<file path="src/rtl/exe_hazard_scoreboard.sv">
// EXE-stage hazard scoreboard.
// Tracks the three instructions in the EXE stage: slot0 is the youngest and
// slot2 the oldest. For each source operand of the instruction in ID it picks
// one of three actions: read the register file, forward from an EXE slot, or
// stall ID.
// The EXE stage never stalls, so the slots shift on every edge. A stalled or
// flushed ID instruction enters slot0 as an all-zero bubble.
module exe_hazard_scoreboard #(
  parameter int MEM_LAT  = 1,
  parameter int VDOT_LAT = 2,
  parameter int CNT_W    = 16
) (
  input  logic             clk,
  input  logic             rst,
  input  logic             issue_valid,
  input  logic [4:0]       issue_rd,
  input  logic             issue_regWrite,
  input  logic [1:0]       issue_op,
  input  logic             flush,
  input  logic [4:0]       rs1Addr_ID,
  input  logic [4:0]       rs2Addr_ID,
  input  logic             rs1_used,
  input  logic             rs2_used,
  output logic             stall_ID,
  output logic [1:0]       fwd_sel_rs1,
  output logic [1:0]       fwd_sel_rs2,
  output logic [1:0]       inflight_cnt,
  output logic [CNT_W-1:0] stall_cycles
);

  localparam logic [1:0] OP_MEM  = 2'd1;
  localparam logic [1:0] OP_VDOT = 2'd2;

  // Per-slot state. Index 0 is the youngest slot.
  logic [2:0]      r_valid;
  logic [2:0][4:0] r_rd;
  logic [2:0]      r_rw;
  logic [2:0][1:0] r_op;
  logic [1:0]      r_inflight;
  logic [CNT_W-1:0] r_stall_cnt;

  logic       w_hit1, w_hit2;
  logic [1:0] w_idx1, w_idx2;
  logic       w_rdy1, w_rdy2;
  logic       w_new_valid;

  // An op in slot k has its result ready when k is at or past its latency.
  // ALU ops and the reserved op 3 are ready in every slot.
  function automatic logic slot_ready(input logic [1:0] k, input logic [1:0] op);
    logic rdy;
    case (op)
      OP_MEM:  rdy = (k >= 2'(MEM_LAT));
      OP_VDOT: rdy = (k >= 2'(VDOT_LAT));
      default: rdy = 1'b1;
    endcase
    return rdy;
  endfunction

  // Find the youngest matching producer for each source. The loop runs from
  // the oldest slot to the youngest, so a younger match overwrites an older
  // one. x0 never matches.
  always_comb begin
    w_hit1 = 1'b0;
    w_idx1 = 2'd0;
    w_hit2 = 1'b0;
    w_idx2 = 2'd0;
    for (int k = 2; k >= 0; k--) begin
      if (r_valid[k] && r_rw[k] && (r_rd[k] != 5'd0)) begin
        if (rs1_used && (r_rd[k] == rs1Addr_ID)) begin
          w_hit1 = 1'b1;
          w_idx1 = 2'(k);
        end
        if (rs2_used && (r_rd[k] == rs2Addr_ID)) begin
          w_hit2 = 1'b1;
          w_idx2 = 2'(k);
        end
      end
    end
  end

  // Forward only from the youngest producer. If that producer is not ready,
  // ID must stall; an older match would hold stale data and is never used.
  always_comb begin
    w_rdy1      = slot_ready(w_idx1, r_op[w_idx1]);
    w_rdy2      = slot_ready(w_idx2, r_op[w_idx2]);
    fwd_sel_rs1 = (w_hit1 && w_rdy1) ? 2'(w_idx1 + 2'd1) : 2'd0;
    fwd_sel_rs2 = (w_hit2 && w_rdy2) ? 2'(w_idx2 + 2'd1) : 2'd0;
    stall_ID    = issue_valid && !flush &&
                  ((w_hit1 && !w_rdy1) || (w_hit2 && !w_rdy2));
    w_new_valid = issue_valid && !stall_ID && !flush;
  end

  // Shift the slots on every edge. A rejected entry enters as an all-zero bubble.
  always_ff @(posedge clk) begin
    if (rst) begin
      r_valid <= '0;
      r_rd    <= '0;
      r_rw    <= '0;
      r_op    <= '0;
    end else begin
      r_valid <= {r_valid[1], r_valid[0], w_new_valid};
      r_rd    <= {r_rd[1], r_rd[0], (w_new_valid ? issue_rd : 5'd0)};
      r_rw    <= {r_rw[1], r_rw[0], (w_new_valid & issue_regWrite)};
      r_op    <= {r_op[1], r_op[0], (w_new_valid ? issue_op : 2'd0)};
    end
  end

  // Count the valid slots that will exist after this edge. After the shift,
  // the old slot2 has left the stage.
  always_ff @(posedge clk) begin
    if (rst) begin
      r_inflight <= 2'd0;
    end else begin
      r_inflight <= {1'b0, w_new_valid} + {1'b0, r_valid[0]} + {1'b0, r_valid[1]};
    end
  end

  // Count stall cycles. The counter saturates at all-ones.
  always_ff @(posedge clk) begin
    if (rst) begin
      r_stall_cnt <= '0;
    end else if (stall_ID && (r_stall_cnt != {CNT_W{1'b1}})) begin
      r_stall_cnt <= r_stall_cnt + 1'b1;
    end
  end

  assign inflight_cnt = r_inflight;
  assign stall_cycles = r_stall_cnt;

endmodule

</file>
<file path="config.mk">
export PLATFORM = sky130hd
export DESIGN_NAME = exe_hazard_scoreboard
export DESIGN_NICKNAME = d
export VERILOG_FILES = /design/src/rtl/exe_hazard_scoreboard.sv
export SDC_FILE = /design/constraint.sdc
export NUM_CORES = 1
export LEC_CHECK = 0
export BUFFER_PORTS_ARGS = -buffer_cell sky130_fd_sc_hd__buf_2
export CORE_ASPECT_RATIO = 0.9
export CORE_MARGIN = 2
export CORE_UTILIZATION = 35
export CTS_BUF_LIST = sky130_fd_sc_hd__clkbuf_8 sky130_fd_sc_hd__clkbuf_16
export DETAILED_ROUTE_END_ITERATION = 10
export PLACE_DENSITY_LB_ADDON = 0.15
export SLEW_MARGIN = 20
export SYNTH_ARGS = -nofsm -noshare
export SYNTH_HDL_FRONTEND = slang
export SYNTH_SLANG_ARGS = --single-unit
</file>
<file path="constraint.sdc">
create_clock -name clk -period 4.9 [get_ports clk]
set_input_delay 0.98 -clock clk [delete_from_list [all_inputs] [get_ports clk]]
set_output_delay 0.98 -clock clk [all_outputs]
set_load 0.01 [all_outputs]
</file>
# ---- Word level (Yosys, flattened, before mapping)
# Cells that the tools add are included.
dict set report word_totals {
  inputBits 24
  out_inout_bits 23
  ff_bits 45
  word_cells 96
}
dict set report classes {
  eq_ne 11
  n_bitwise 2
  reduce_logical 30
  n_lt_le_gt_ge 6
  muxes 32
  add_sub_neg 5
}
# operator count
set op_table {}
lappend op_table {{2-bit 2-to-1 mux} 16}
lappend op_table {{5-bit == test} 6}
lappend op_table {{1-bit logical AND} 21}
lappend op_table {{16-bit by 1-bit adder with 16-bit output (second input constant)} 1}
lappend op_table {{16-bit inequality test (second input constant)} 1}
lappend op_table {{5-bit nonzero test} 3}
lappend op_table {{1-bit 2-to-1 mux} 12}
lappend op_table {{2-bit binary-select mux with 2-bit select} 2}
lappend op_table {{2-bit by 3-bit less-than comparator with 1-bit output (second input constant)} 2}
lappend op_table {{2-bit by 1-bit adder with 2-bit output (second input constant)} 2}
lappend op_table {{2-bit by 1-bit == test with 1-bit output (second input constant)} 2}
lappend op_table {{2-bit == test (second input constant)} 2}
lappend op_table {{2-bit by 1-bit >= comparator with 1-bit output (second input constant)} 2}
lappend op_table {{2-bit >= comparator (second input constant)} 2}
lappend op_table {{1-bit zero test} 4}
lappend op_table {{1-bit case mux with 2 select lines} 2}
lappend op_table {{1-bit by 1-bit adder with 2-bit output} 1}
lappend op_table {{2-bit by 1-bit adder with 2-bit output} 1}
lappend op_table {{2-bit OR reduction} 1}
lappend op_table {{1-bit AND} 1}
lappend op_table {{1-bit logical OR} 1}
lappend op_table {{1-bit NOT} 1}

# ---- Longest topological paths before layout
# Gate-level depths: netlist (run 1).
dict set report depth {
  depth_word 21
  depth_mapped 15
}

# ---- Worst setup path before layout (run 1)
# Ideal clock, no wire load.
dict set report synth_path {
  path_type {input to output}
  from {in rs1Addr_ID[3]}
  to {out stall_ID}
  slack_ns 0.442
  path_stages 12
  t_required_ns 3.920
  arrival_ns 3.478
  cell_sequence {xor2_1 -> nor4_1 -> nand4_2 -> nor2b_1 -> mux2_2 -> mux2_2 -> ha_1 -> a21oi_1 -> o21a_1 -> or2_1 -> buf_2 -> and2_4}
}
dict set report synth_via {
  elab_chain_len 16
}
# item line
set synth_rtl {}
lappend synth_rtl {{from (decl)} 20} ;# input logic [4:0] rs1Addr_ID,
lappend synth_rtl {{5-bit == test} 69} ;# if (rs1_used && (r_rd[k] == rs1Addr_ID)) begin
lappend synth_rtl {{1-bit logical AND} 69}
lappend synth_rtl {{2-bit 2-to-1 mux} 69}
lappend synth_rtl {{2-bit 2-to-1 mux} 68} ;# if (r_valid[k] && r_rw[k] && (r_rd[k] != 5'd0)) begin
lappend synth_rtl {{2-bit 2-to-1 mux} 69}
lappend synth_rtl {{2-bit 2-to-1 mux} 68}
lappend synth_rtl {{2-bit 2-to-1 mux} 69}
lappend synth_rtl {{2-bit 2-to-1 mux} 68}
lappend synth_rtl {{2-bit binary-select mux with 2-bit select} 84} ;# w_rdy1 = slot_ready(w_idx1, r_op[w_idx1]);
lappend synth_rtl {{2-bit 2-to-1 mux (not written as such)} 84}
lappend synth_rtl {{2-bit == test or 2-bit by 1-bit == test with 1-bit output (tied branches)} 51} ;# case (op)
lappend synth_rtl {{1-bit case mux with 2 select lines} 51}
lappend synth_rtl {{1-bit zero test} 89} ;# ((w_hit1 && !w_rdy1) || (w_hit2 && !w_rdy2));
lappend synth_rtl {{1-bit logical AND (*)} 89}
lappend synth_rtl {{1-bit logical OR (*)} 89}
lappend synth_rtl {{1-bit logical AND (*)} 88} ;# stall_ID = issue_valid && !flush &&
lappend synth_rtl {{to (decl)} 24} ;# output logic stall_ID,
# Mark *: on every way between the ends. The rest lies on a longest branch, timed or not. The select of a mux whose other input is x is not followed.

# ---- Worst setup path after layout (run 1)
dict set report layout_path {
  from {in rs2Addr_ID[3]}
  to {out stall_ID}
}
dict set report layout_via {
  elab_chain_len 16
}
# item line
set layout_rtl {}
lappend layout_rtl {{from (decl)} 21} ;# input logic [4:0] rs2Addr_ID,
lappend layout_rtl {{5-bit == test} 73} ;# if (rs2_used && (r_rd[k] == rs2Addr_ID)) begin
lappend layout_rtl {{1-bit logical AND} 73}
lappend layout_rtl {{2-bit 2-to-1 mux} 73}
lappend layout_rtl {{2-bit 2-to-1 mux} 68}
lappend layout_rtl {{2-bit 2-to-1 mux} 73}
lappend layout_rtl {{2-bit 2-to-1 mux} 68}
lappend layout_rtl {{2-bit 2-to-1 mux} 73}
lappend layout_rtl {{2-bit 2-to-1 mux} 68}
lappend layout_rtl {{2-bit binary-select mux with 2-bit select} 85} ;# w_rdy2 = slot_ready(w_idx2, r_op[w_idx2]);
lappend layout_rtl {{2-bit 2-to-1 mux (not written as such)} 85}
lappend layout_rtl {{2-bit == test or 2-bit by 1-bit == test with 1-bit output (tied branches)} 51}
lappend layout_rtl {{1-bit case mux with 2 select lines} 51}
lappend layout_rtl {{1-bit zero test} 89}
lappend layout_rtl {{1-bit logical AND (*)} 89}
lappend layout_rtl {{1-bit logical OR (*)} 89}
lappend layout_rtl {{1-bit logical AND (*)} 88}
# Marks and branches as above.

==> results of run 1 <==
==> critical path, delay by kind of cell <==
kind / cells / cell delay (ns)
muxes: 2 / 0.54
adders and majority gates: 1 / 0.29
AOI/OAI and AO/OA: 2 / 0.37
buffers and inverters: 2 / 0.26
xor gates and xnor gates: 1 / 0.18
and+or+nand+nor: 5 / 1.11
==> routing by layer <==
| layer | GRT usage | vias up |
|---|---|---|
| met5 | 0 | - |
| met3 | 0.0272 | 7 |
| met2 | 0.252 | 31 |
| li1 | - | 1014 |
| met4 | 0.0470 | 0 |
| met1 | 0.183 | 912 |
==> registers in the layout (all words and copies together), names as in the netlist <==
register and count:
stall_cycles 16, r_rd 15, r_op 6, r_rw 3
r_valid 3, inflight_cnt 2
==> placed cells by master (no fill, tap or decap), types with 8 or more instances in the layout <==
cell     Yosys  routed
nor2b_1     22      20
buf_2        1      46
and2_1      10      10
xor2_1      25      25
ha_1         9       9
nor2_1      15      15
or3_1        8       8
a21oi_1     13      13
dfxtp_1     45      45
inv_1       14      14
mux2_2       8       8
==> layout make-up <==
class                      instances  share of cell area
inverter                          16              0.0208
multi-input combinational        193               0.495
timing repair buffer              51              0.0928
clock buffer                       5              0.0239
sequential                        45               0.312
clock inverter                     3              0.0165
tap                               90              0.0390
==> power groups by stage <==
| stage | sequential (W) | clock, W | combinational [W] |
|---|---|---|---|
| after CTS | 0.000375 | 0.000307 | 0.0000486 |
| after global placement | 0.000384 | 0 | 0.0000479 |
| final | 0.000375 | 0.000294 | 0.0000514 |
| after detailed placement | 0.000384 | 0 | 0.0000483 |
| after global routing | 0.000376 | 0.000326 | 0.0000576 |
| after floorplan | 0.000382 | 0 | 0.0000283 |
==> cell families after synthesis <==
group / synth area share
compound gates: 0.116
xor+xnor: 0.113
fa+ha+maj: 0.0553
buf+inv: 0.0412
flops: 0.376
mux: 0.0465
simple gates: 0.252
==> worst max-delay path by stage <==
stage	from	endpoint	slack, ns	depth (start not counted)
floorplan	rs1Addr_ID[3]	stall_ID	0.44	12
global placement	rs2Addr_ID[3]	stall_ID	0.14	13
detailed placement	rs2Addr_ID[3]	stall_ID	0.09	13
CTS	rs2Addr_ID[3]	stall_ID	0.08	13
global route	rs2Addr_ID[3]	stall_ID	-0.03	14
finish	rs2Addr_ID[3]	stall_ID	0.18	13
==> through the flow <==
stage,total power [W],setup TNS [ns],area [um2],instances,hold WS (ns)
3_5_place_dp,0.000432,0,2730,394,0.464
2_1_floorplan,0.000411,0,2400,261,0.439
4_1_cts,0.000730,0,2850,402,0.479
5_1_grt,0.000760,-0.0293,2890,403,0.497
3_3_place_gp,0.000431,0,2730,394,0.459
6_report,0.000720,0,2890,403,0.477
==> repair_timing <==
action                                  in CTS  in global routing
endpoints found under the setup margin       0                  1
setup buffers                                0                  1
endpoints found under the hold margin        0                  0
gates resized for setup                      0                  6
==> summary.txt, run 1 <==
Synthesis
  • Sequential element share of the synthesized area: 0.376
  • Post-synth EDFFs: 0
  • Area share of the largest cell type after synthesis: 0.376
  • Cell taking the most area after synthesis: dfxtp_1
  • Commonest cells in the synthesized netlist: 45 x dfxtp_1, 25 x xor2_1, 22 x nor2b_1
  • Mapped Area: 0.00240 mm2
  • Dominant cells by area after synthesis: dfxtp_1 38%, xor2_1 9.1%, nor2b_1 5.7%
  • Cell count after synthesis: between 200 and 300
  • Yosys warning count: 0
  • Top-count cell post-synth: dfxtp_1
  • Syn_nets: 295
  • Flops & latches, synth: 45
  • Post-synth top flop: dfxtp_1
  • Post-synth cell types: 45
  • Async SR Flop Fraction: 0
  • Syn avg cell area: 9.19 um2

Clock tree
  • CTS tree: done
  • Worst skew pair latency: around 0.30 ns
  • CTS Hold Bufs: 0
  • Root Buffer: clkbuf_8
  • Clock sink count: 45
  • Worst-path clk slew: approximately 0.090 ns
  • H-tree depth: 2
  • Maximum clock insertion buffer count: 2
  • CTS Buf Count: 5

Pwr
  • Switch Pwr: 0.000171 W
  • Switching part of the total: 0.238
  • PwrDens: 250 mW/mm2
  • Cell-internal power: 0.000549 W
  • Seq pwr share: 0.521
  • Clock power frac: 0.408
  • P_leak: 1.29 nW
  • Worst vdd ir: 0.149 mV
  • Combinational power share: 0.071

Layout
  • Final net count: 346
  • Ant. Diodes: 0
  • Util after Layout: 0.436
  • Area of the multi-input gates: 0.00143 mm2
  • Flip-flop and latch area: ~900 um2
  • # fillers: 660
  • Share of cells above drive strength 1: 0.268
  • Layout area overhead: 20.4%

Timing
  • Final worst-path setup slack: 0.176 ns
  • Fmax: 0.212 GHz
  • # setup viols final: 0
  • Max-slew violations: 0
  • Tcrit/Tclk final: 0.964
  • Worst slew margin: 0.435
  • Clk_skew: 0.00764 ns
  • Final hold vios: 0
  • Least-Margin Pin Slew: 0.848 ns
  • Time the worst path needs with I/O delays and setup: 4.72 ns

Routing
  • DRC viols: 0
  • Met2 wire len: 2.51 mm
  • DRT antenna net count: 0
  • Vias per cell: 4.87
  • Routed WL per cell: approximately 13 um
  • Via count: 1964
  • DRT Pass-1 Iters: 4
  • Uppermost layer routed: met4
  • First-iteration detailed-routing DRC count: 57
  • WL final: 5.35 mm
  • Met3 wire len: around 160 um
  • Wl on met1: between 2 and 3 mm

Setup path
  • Crit-path slowest cell: nor4_2
  • Critical path endpoint category: output port
  • Crit path DAT: 3.74 ns
  • Worst path cell trace: buf_2 > xor2_1 > nor4_2 > nand4_1 > nor2b_2 > mux2_2 > mux2_2 > ha_1 > a21oi_1 > o21a_1 > or2_1 > and2_4 > buf_2
  • RR Endpoint: stall_cycles[9]$_SDFFE_PP0P_
  • FF-to-FF setup slack: between 1 and 1.5 ns
  • Crit path largest cell delay: 0.36 ns
  • Crit path kind: in -> out
  • Reg2Reg Depth: 12
  • Required @ worst endpoint: approximately 4 ns
  • Reg2reg start: r_rd[1]$_SDFF_PP0_
  • Crit Path Max Fanout: 4
  • Critical path launch point type: primary input

Floorplanning
  • Initial Utilization: 0.362
  • Row Count: 28
  • Core area: 0.00662 mm2
  • Die Span Y: 82.5 um
  • Die Area: between 0.007 and 0.008 mm2
  • Chip width: 91.2 um
  • Io pins: 47

Placed design
  • Port Buffers: 46
  • Place WS: around 0.09 ns
  • DP HPWL: a little under 4 mm
  • Routability congestion estimate: approximately 0.86

Hold path
  • Hold Path End: r_rw[1]$_SDFF_PP0_
  • Hold Path Depth: 1
  • Hold WC Path Type: reg -> reg
  • Hold path start: r_rw[0]$_SDFF_PP0_

GRT
  • Vias in the first global route: 1850
  • Global Route Usage Sum: 0.145
  • First-pass GRT wire length: 8.69 mm
  • Grt total ovfl: 0
  • Largest net degree at the start of global routing: 39
  • Initial antenna violation count: 0

Status
  • Run status: finished clean

Job
  • Max_cap viols: 0
Note: power is estimated with default switching activity, not from simulation.
==> run 2: changes to the inputs <==
CORE_ASPECT_RATIO = 1.2   (was 0.9)
==> summary.txt, run 2 (synthesized netlist as in run 1, its figures left out) <==
Status
  • Run status: finished clean

Timing
  • RSZ-0062 raised after global routing: false
  • Least-Margin Pin Slew: 0.833 ns (-0.0151 ns)
  • Setup tns final: 0 ns (unchanged)
  • Time the worst path needs with I/O delays and setup: 4.71 ns (-0.0144 ns)
  • Max-slew violations: 0 (unchanged)
  • Worst slew margin: 0.445 (+0.0100)
  • Clk_skew: 0.0110 ns (+0.00333 ns)
  • Final hold vios: 0 (unchanged)
  • WHS: 0.459 ns (-0.0182 ns)
  • Fmax: 0.212 GHz (+0.30%)
  • Tcrit/Tclk final: 0.961 (-0.00293)
  • # setup viols final: 0 (unchanged)

Setup path
  • Crit path largest cell delay: 0.35 ns (about the same)
  • Crit Path Max Fanout: 3 (-1)
  • Buf/Inv on CP: 2 (unchanged)
  • Required @ worst endpoint: 3.92 ns (about the same)
  • Crit path kind: in -> out
  • Worst path top cell family by delay: simple AND/OR/NAND/NOR gates
  • Crit-path slowest cell: mux2_2
  • Worst path cell trace: buf_2 > xor2_1 > nor4_2 > nand4_1 > nor2b_2 > mux2_2 > mux2_2 > ha_1 > a21oi_1 > o21a_1 > or2_1 > and2_4 > buf_2
  • Crit path DAT: 3.73 ns (about the same)
  • Critical path launch point type: primary input
  • Critical path endpoint category: output port

Clock tree
  • H-tree depth: 2 (unchanged)
  • Clock sink count: 45 (unchanged)
  • Maximum clock insertion buffer count: 2 (unchanged)
  • Root Buffer: clkbuf_8
  • CTS tree: done
  • Worst skew pair latency: 0.31 ns (about the same)
  • Worst-path clk slew: 0.10 ns (about the same)
  • CTS Buf Count: 5 (unchanged)

Pwr
  • P_leak: 1.28 nW (-1.1%)
  • PwrDens: 232 mW/mm2 (-7.1%)
  • Worst vdd ir: 0.153 mV (+2.4%)
  • Pwr Total: 0.000661 W (-8.2%)

Layout
  • Share of cells above drive strength 1: 0.265 (-0.00319)
  • Ant. Diodes: 0 (unchanged)
  • Most common cell after layout, fill and taps aside: buf_2
  • Highest-count cells in the layout ignoring fill and taps: 46 x buf_2, 45 x dfxtp_1, 25 x xor2_1, 20 x nor2b_1, 15 x nor2_1
  • Final cell count without fillers: 400 (-0.74%)
  • Util after Layout: 0.423 (-0.0124)
  • Layout area overhead: 18.8%
  • Final net count: 346 (unchanged)
  • Max reg flops: 16 (unchanged)

Routing
  • Routed WL per cell: 13.4 um (+0.62%)
  • DRT antenna net count: 0 (unchanged)
  • DRT Pass-1 Iters: 4 (unchanged)
  • Vias per cell: 4.91 (+0.75%)
  • DRC viols: 0 (unchanged)
  • Via count: 1964 (unchanged)
  • WL final: 5.34 mm (-0.13%)
  • First-iteration detailed-routing DRC count: 37 (-35%)

GRT
  • Grt total ovfl: 0 (unchanged)
  • Largest net degree at the start of global routing: 39 (unchanged)
  • Global Route Usage Sum: 0.148 (+0.00386)
  • Initial antenna violation count: 0 (unchanged)
  • First-pass GRT wire length: 8.76 mm (+0.87%)
  • Vias in the first global route: 1787 (-3.4%)

Job
  • Max_cap viols: 0 (unchanged)

Floorplanning
  • Core area: 0.00673 mm2 (+1.6%)
  • Die Span Y: 94.7 um (+15%)
  • Row Count: 33 (+18%)
  • Die Area: 0.00753 mm2 (about the same)
  • Io pins: 47 (unchanged)
  • Chip width: 79.6 um (-13%)
  • Initial Utilization: 0.356 (-0.00586)

Placed design
  • Port Buffers: 46 (unchanged)
  • Cells after DPL: 391 (-0.76%)
  • Routability congestion estimate: 0.803 (-7.0%)
  • DP HPWL: 3.98 mm (+0.75%)

Hold path
  • Hold WC Path Type: reg -> reg
## run 2: per-stage QoR
stage | cell area (um2) | setup WS [ns]
after global placement | 2730 | 0.0771
after global routing | 2850 | 0.00299
final | 2850 | 0.190
after CTS | 2820 | 0.0655
after floorplan | 2400 | 0.442
after detailed placement | 2730 | 0.0739
## run 2: timing repair
action                                  4_1_cts  5_1_grt
buffers inserted                              0        1
hold buffers                                  0        0
hold endpoints to repair                      0        0
resized for setup                             0        5
endpoints found under the setup margin        0        1
## run 2: final cells by class
type	instances	area, um2
flip-flops and latches	45	901
inverters	16	60.1
fillers	697	3880
repair buffers	51	268
multi-input cells	193	1420
clock inverters	3	21.3
well taps	87	109
clock buffers	5	68.8
## run 2: power breakdown
group	leakage, nW	switching (W)	internal, W	total (W)
clock network	0.0445	0.000135	0.000101	0.000236
logic	0.869	0.0000270	0.0000226	0.0000496
registers	0.364	0.00000446	0.000370	0.000375
total	1.28	0.000166	0.000494	0.000661
## run 2: worst reg2reg max path, stage by stage, from the launching register on
cell     delay, ns
dfxtp_1       0.37
or3_1         0.38
o311a_1       0.34
nand4_1       0.19
and2_1        0.20
nor2b_1       0.29
mux2_2        0.39
ha_1          0.29
a21oi_1       0.16
o21a_1        0.20
o21ai_2       0.25
or4_1         0.54
a21oi_1       0.14
## run 2: routing by layer
layer | GRT usage | wire [um] | vias up
li1 | - | - | 1008
met1 | 0.184 | 2370 | 912
met2 | 0.250 | 2620 | 36
met3 | 0.0363 | 278 | 8
met4 | 0.0517 | 77 | 0
met5 | 0 | 0 | -
## run 2: final timing paths
path,cells past startpoint,slack [ns],start,endpoint
setup / recovery,13,0.19,rs2Addr_ID[3],stall_ID
hold / removal,1,0.46,r_rw[0]$_SDFF_PP0_,r_rw[1]$_SDFF_PP0_
setup reg to reg,12,1.10,r_rd[0]$_SDFF_PP0_,stall_cycles[7]$_SDFFE_PP0P_
hold reg to reg,1,0.46,r_rw[0]$_SDFF_PP0_,r_rw[1]$_SDFF_PP0_
==> run 3: changes to the inputs <==
clock period = 5.47 ns   (was 4.9 ns; I/O delays follow)
==> summary.txt, run 3 (synthesized netlist as in run 1, its figures left out) <==
Routing
  • Vias per cell: 4.96 (+1.0%)
  • DRT antenna net count: 0 (unchanged)
  • Via count: 1959 (-0.25%)
  • First-iteration detailed-routing DRC count: 46 (+24%)
  • DRT Pass-1 Iters: 6 (+2)
  • DRC viols: 0 (unchanged)
  • Routed WL per cell: 13.1 um (-1.9%)
  • WL final: 5.18 mm (-3.2%)

Clock tree
  • CTS resizes: 0 (unchanged)
  • Maximum clock insertion buffer count: 2 (unchanged)
  • CTS tree: done
  • Post-CTS setup repair buffer count: 0 (unchanged)
  • Worst skew pair latency: 0.29 ns (-0.02 ns)
  • Worst-path clk slew: 0.08 ns (-0.02 ns)
  • H-tree depth: 2 (unchanged)
  • Clock sink count: 45 (unchanged)
  • Root Buffer: clkbuf_8
  • CTS Hold Bufs: 0 (unchanged)
  • CTS Buf Count: 5 (unchanged)

Pwr
  • PwrDens: 209 mW/mm2 (-9.9%)
  • Worst vdd ir: 0.114 mV (-25%)
  • Pwr Total: 0.000583 W (-12%)
  • P_leak: 1.26 nW (-1.6%)

Placed design
  • DP HPWL: 3.99 mm (+0.10%)
  • Cell Area, Placed: 0.00271 mm2 (-0.83%)
  • Routability congestion estimate: 0.837 (+4.3%)
  • Port Buffers: 46 (unchanged)

Layout
  • Highest-count cells in the layout ignoring fill and taps: 46 x buf_2, 45 x dfxtp_1, 25 x xor2_1, 22 x nor2b_1
  • Share of cells above drive strength 1: 0.234 (-0.0314)
  • Post-route cell area: 0.00279 mm2 (-2.0%)
  • Final net count: 342 (-1.2%)
  • Layout area overhead: 16.4%
  • Max reg flops: 16 (unchanged)
  • Most common cell after layout, fill and taps aside: buf_2
  • Ant. Diodes: 0 (unchanged)

Floorplanning
  • Core area: 0.00673 mm2 (unchanged)
  • Row Count: 33 (unchanged)
  • Io pins: 47 (unchanged)
  • Chip width: 79.6 um (unchanged)
  • Die Area: 0.00753 mm2 (unchanged)
  • Initial Utilization: 0.356 (unchanged)
  • Die Span Y: 94.7 um (unchanged)

Setup path
  • Worst path cell trace: buf_2 > xor2_1 > nor4_1 > nand4_2 > nor2b_1 > mux2_2 > mux2_2 > ha_1 > a21oi_1 > o21a_1 > or2_1 > and2_4 > buf_2
  • Crit-path slowest cell: nor4_1
  • Crit path kind: in -> out
  • Crit path largest cell delay: 0.39 ns (+0.04 ns)
  • Critical path endpoint category: output port
  • Crit Path Max Fanout: 5 (+2)
  • Crit path DAT: 4.06 ns (+0.33 ns)
  • Critical path launch point type: primary input
  • Required @ worst endpoint: 4.38 ns (+0.46 ns)

Timing
  • Least-Margin Pin Slew: 0.826 ns (-0.00703 ns)
  • Worst slew margin: 0.450 (+0.00469)
  • Tcrit/Tclk final: 0.941
  • RSZ-0062 raised after global routing: false
  • Clk_skew: 0.00650 ns (-0.00447 ns)
  • Setup tns final: 0 ns (unchanged)
  • Fmax: about 0.19 GHz
  • # setup viols final: 0 (unchanged)
  • Max-slew violations: 0 (unchanged)
  • Final hold vios: 0 (unchanged)
  • Time the worst path needs with I/O delays and setup: 5.15 ns

GRT
  • Largest net degree at the start of global routing: 39 (unchanged)
  • Grt total ovfl: 0 (unchanged)
  • Global Route Usage Sum: 0.150 (+0.00128)
  • First-pass GRT wire length: 8.80 mm (+0.39%)
  • Vias in the first global route: 1943 (+8.7%)
  • Initial antenna violation count: 0 (unchanged)

Job
  • Max_cap viols: 0 (unchanged)

Status
  • Run status: finished clean

Hold path
  • Hold WC Path Type: reg -> reg
## run 3: critical path: cells and delay by family
family | cells | cell delay, ns
AOI/OAI and AO/OA | 2 | 0.37
and+or+nand+nor | 5 | 1.24
xor gates and xnor gates | 1 | 0.14
muxes | 2 | 0.66
adders and majority gates | 1 | 0.29
buffers and inverters | 2 | 0.26
## run 3: path summary, 6_finish.rpt
kind / start / end / slack [ns] / cells past startpoint
setup / recovery: rs1Addr_ID[3] / stall_ID / 0.32 / 13
setup reg to reg: r_rd[0]$_SDFF_PP0_ / stall_cycles[9]$_SDFFE_PP0P_ / 1.59 / 12
hold reg to reg: r_rw[1]$_SDFF_PP0_ / r_rw[2]$_SDFF_PP0_ / 0.47 / 1
hold / removal: r_rw[1]$_SDFF_PP0_ / r_rw[2]$_SDFF_PP0_ / 0.47 / 1
## run 3: power by group
group | switching, W | internal (W)
Sequential | 0.00000409 | 0.000332
Clock | 0.000106 | 0.0000985
Combinational | 0.0000231 | 0.0000199
## run 3: cell type report
cell class | instances | area [um2]
Clock buffer | 6 | 82.6
Clock inverter | 1 | 3.75
Fill cell | 701 | 3940
Inverter | 16 | 60.1
Multi-Input combinational cell | 193 | 1400
Sequential cell | 45 | 901
Tap cell | 87 | 109
Timing Repair Buffer | 47 | 238
## run 3: routing by layer
| metal | vias up | routed length [um] | track usage | share of wire |
|---|---|---|---|---|
| li1 | 998 | - | - | - |
| met1 | 921 | 2300 | 0.176 | 0.44 |
| met2 | 36 | 2590 | 0.263 | 0.50 |
| met3 | 4 | 232 | 0.0373 | 0.045 |
| met4 | 0 | 52 | 0.0517 | 0.010 |
| met5 | - | 0 | 0 | 0 |
## run 3: through the flow
stage                     std cells  hold WS [ns]  utilization  worst slack (ns)
after floorplan                 261         0.439            -             0.784
final                           395         0.466        0.415             0.320
after global routing            395         0.485        0.415            0.0486
after CTS                       395         0.467        0.415             0.275
after detailed placement        388         0.450        0.402             0.282
after global placement          388         0.458        0.402             0.341
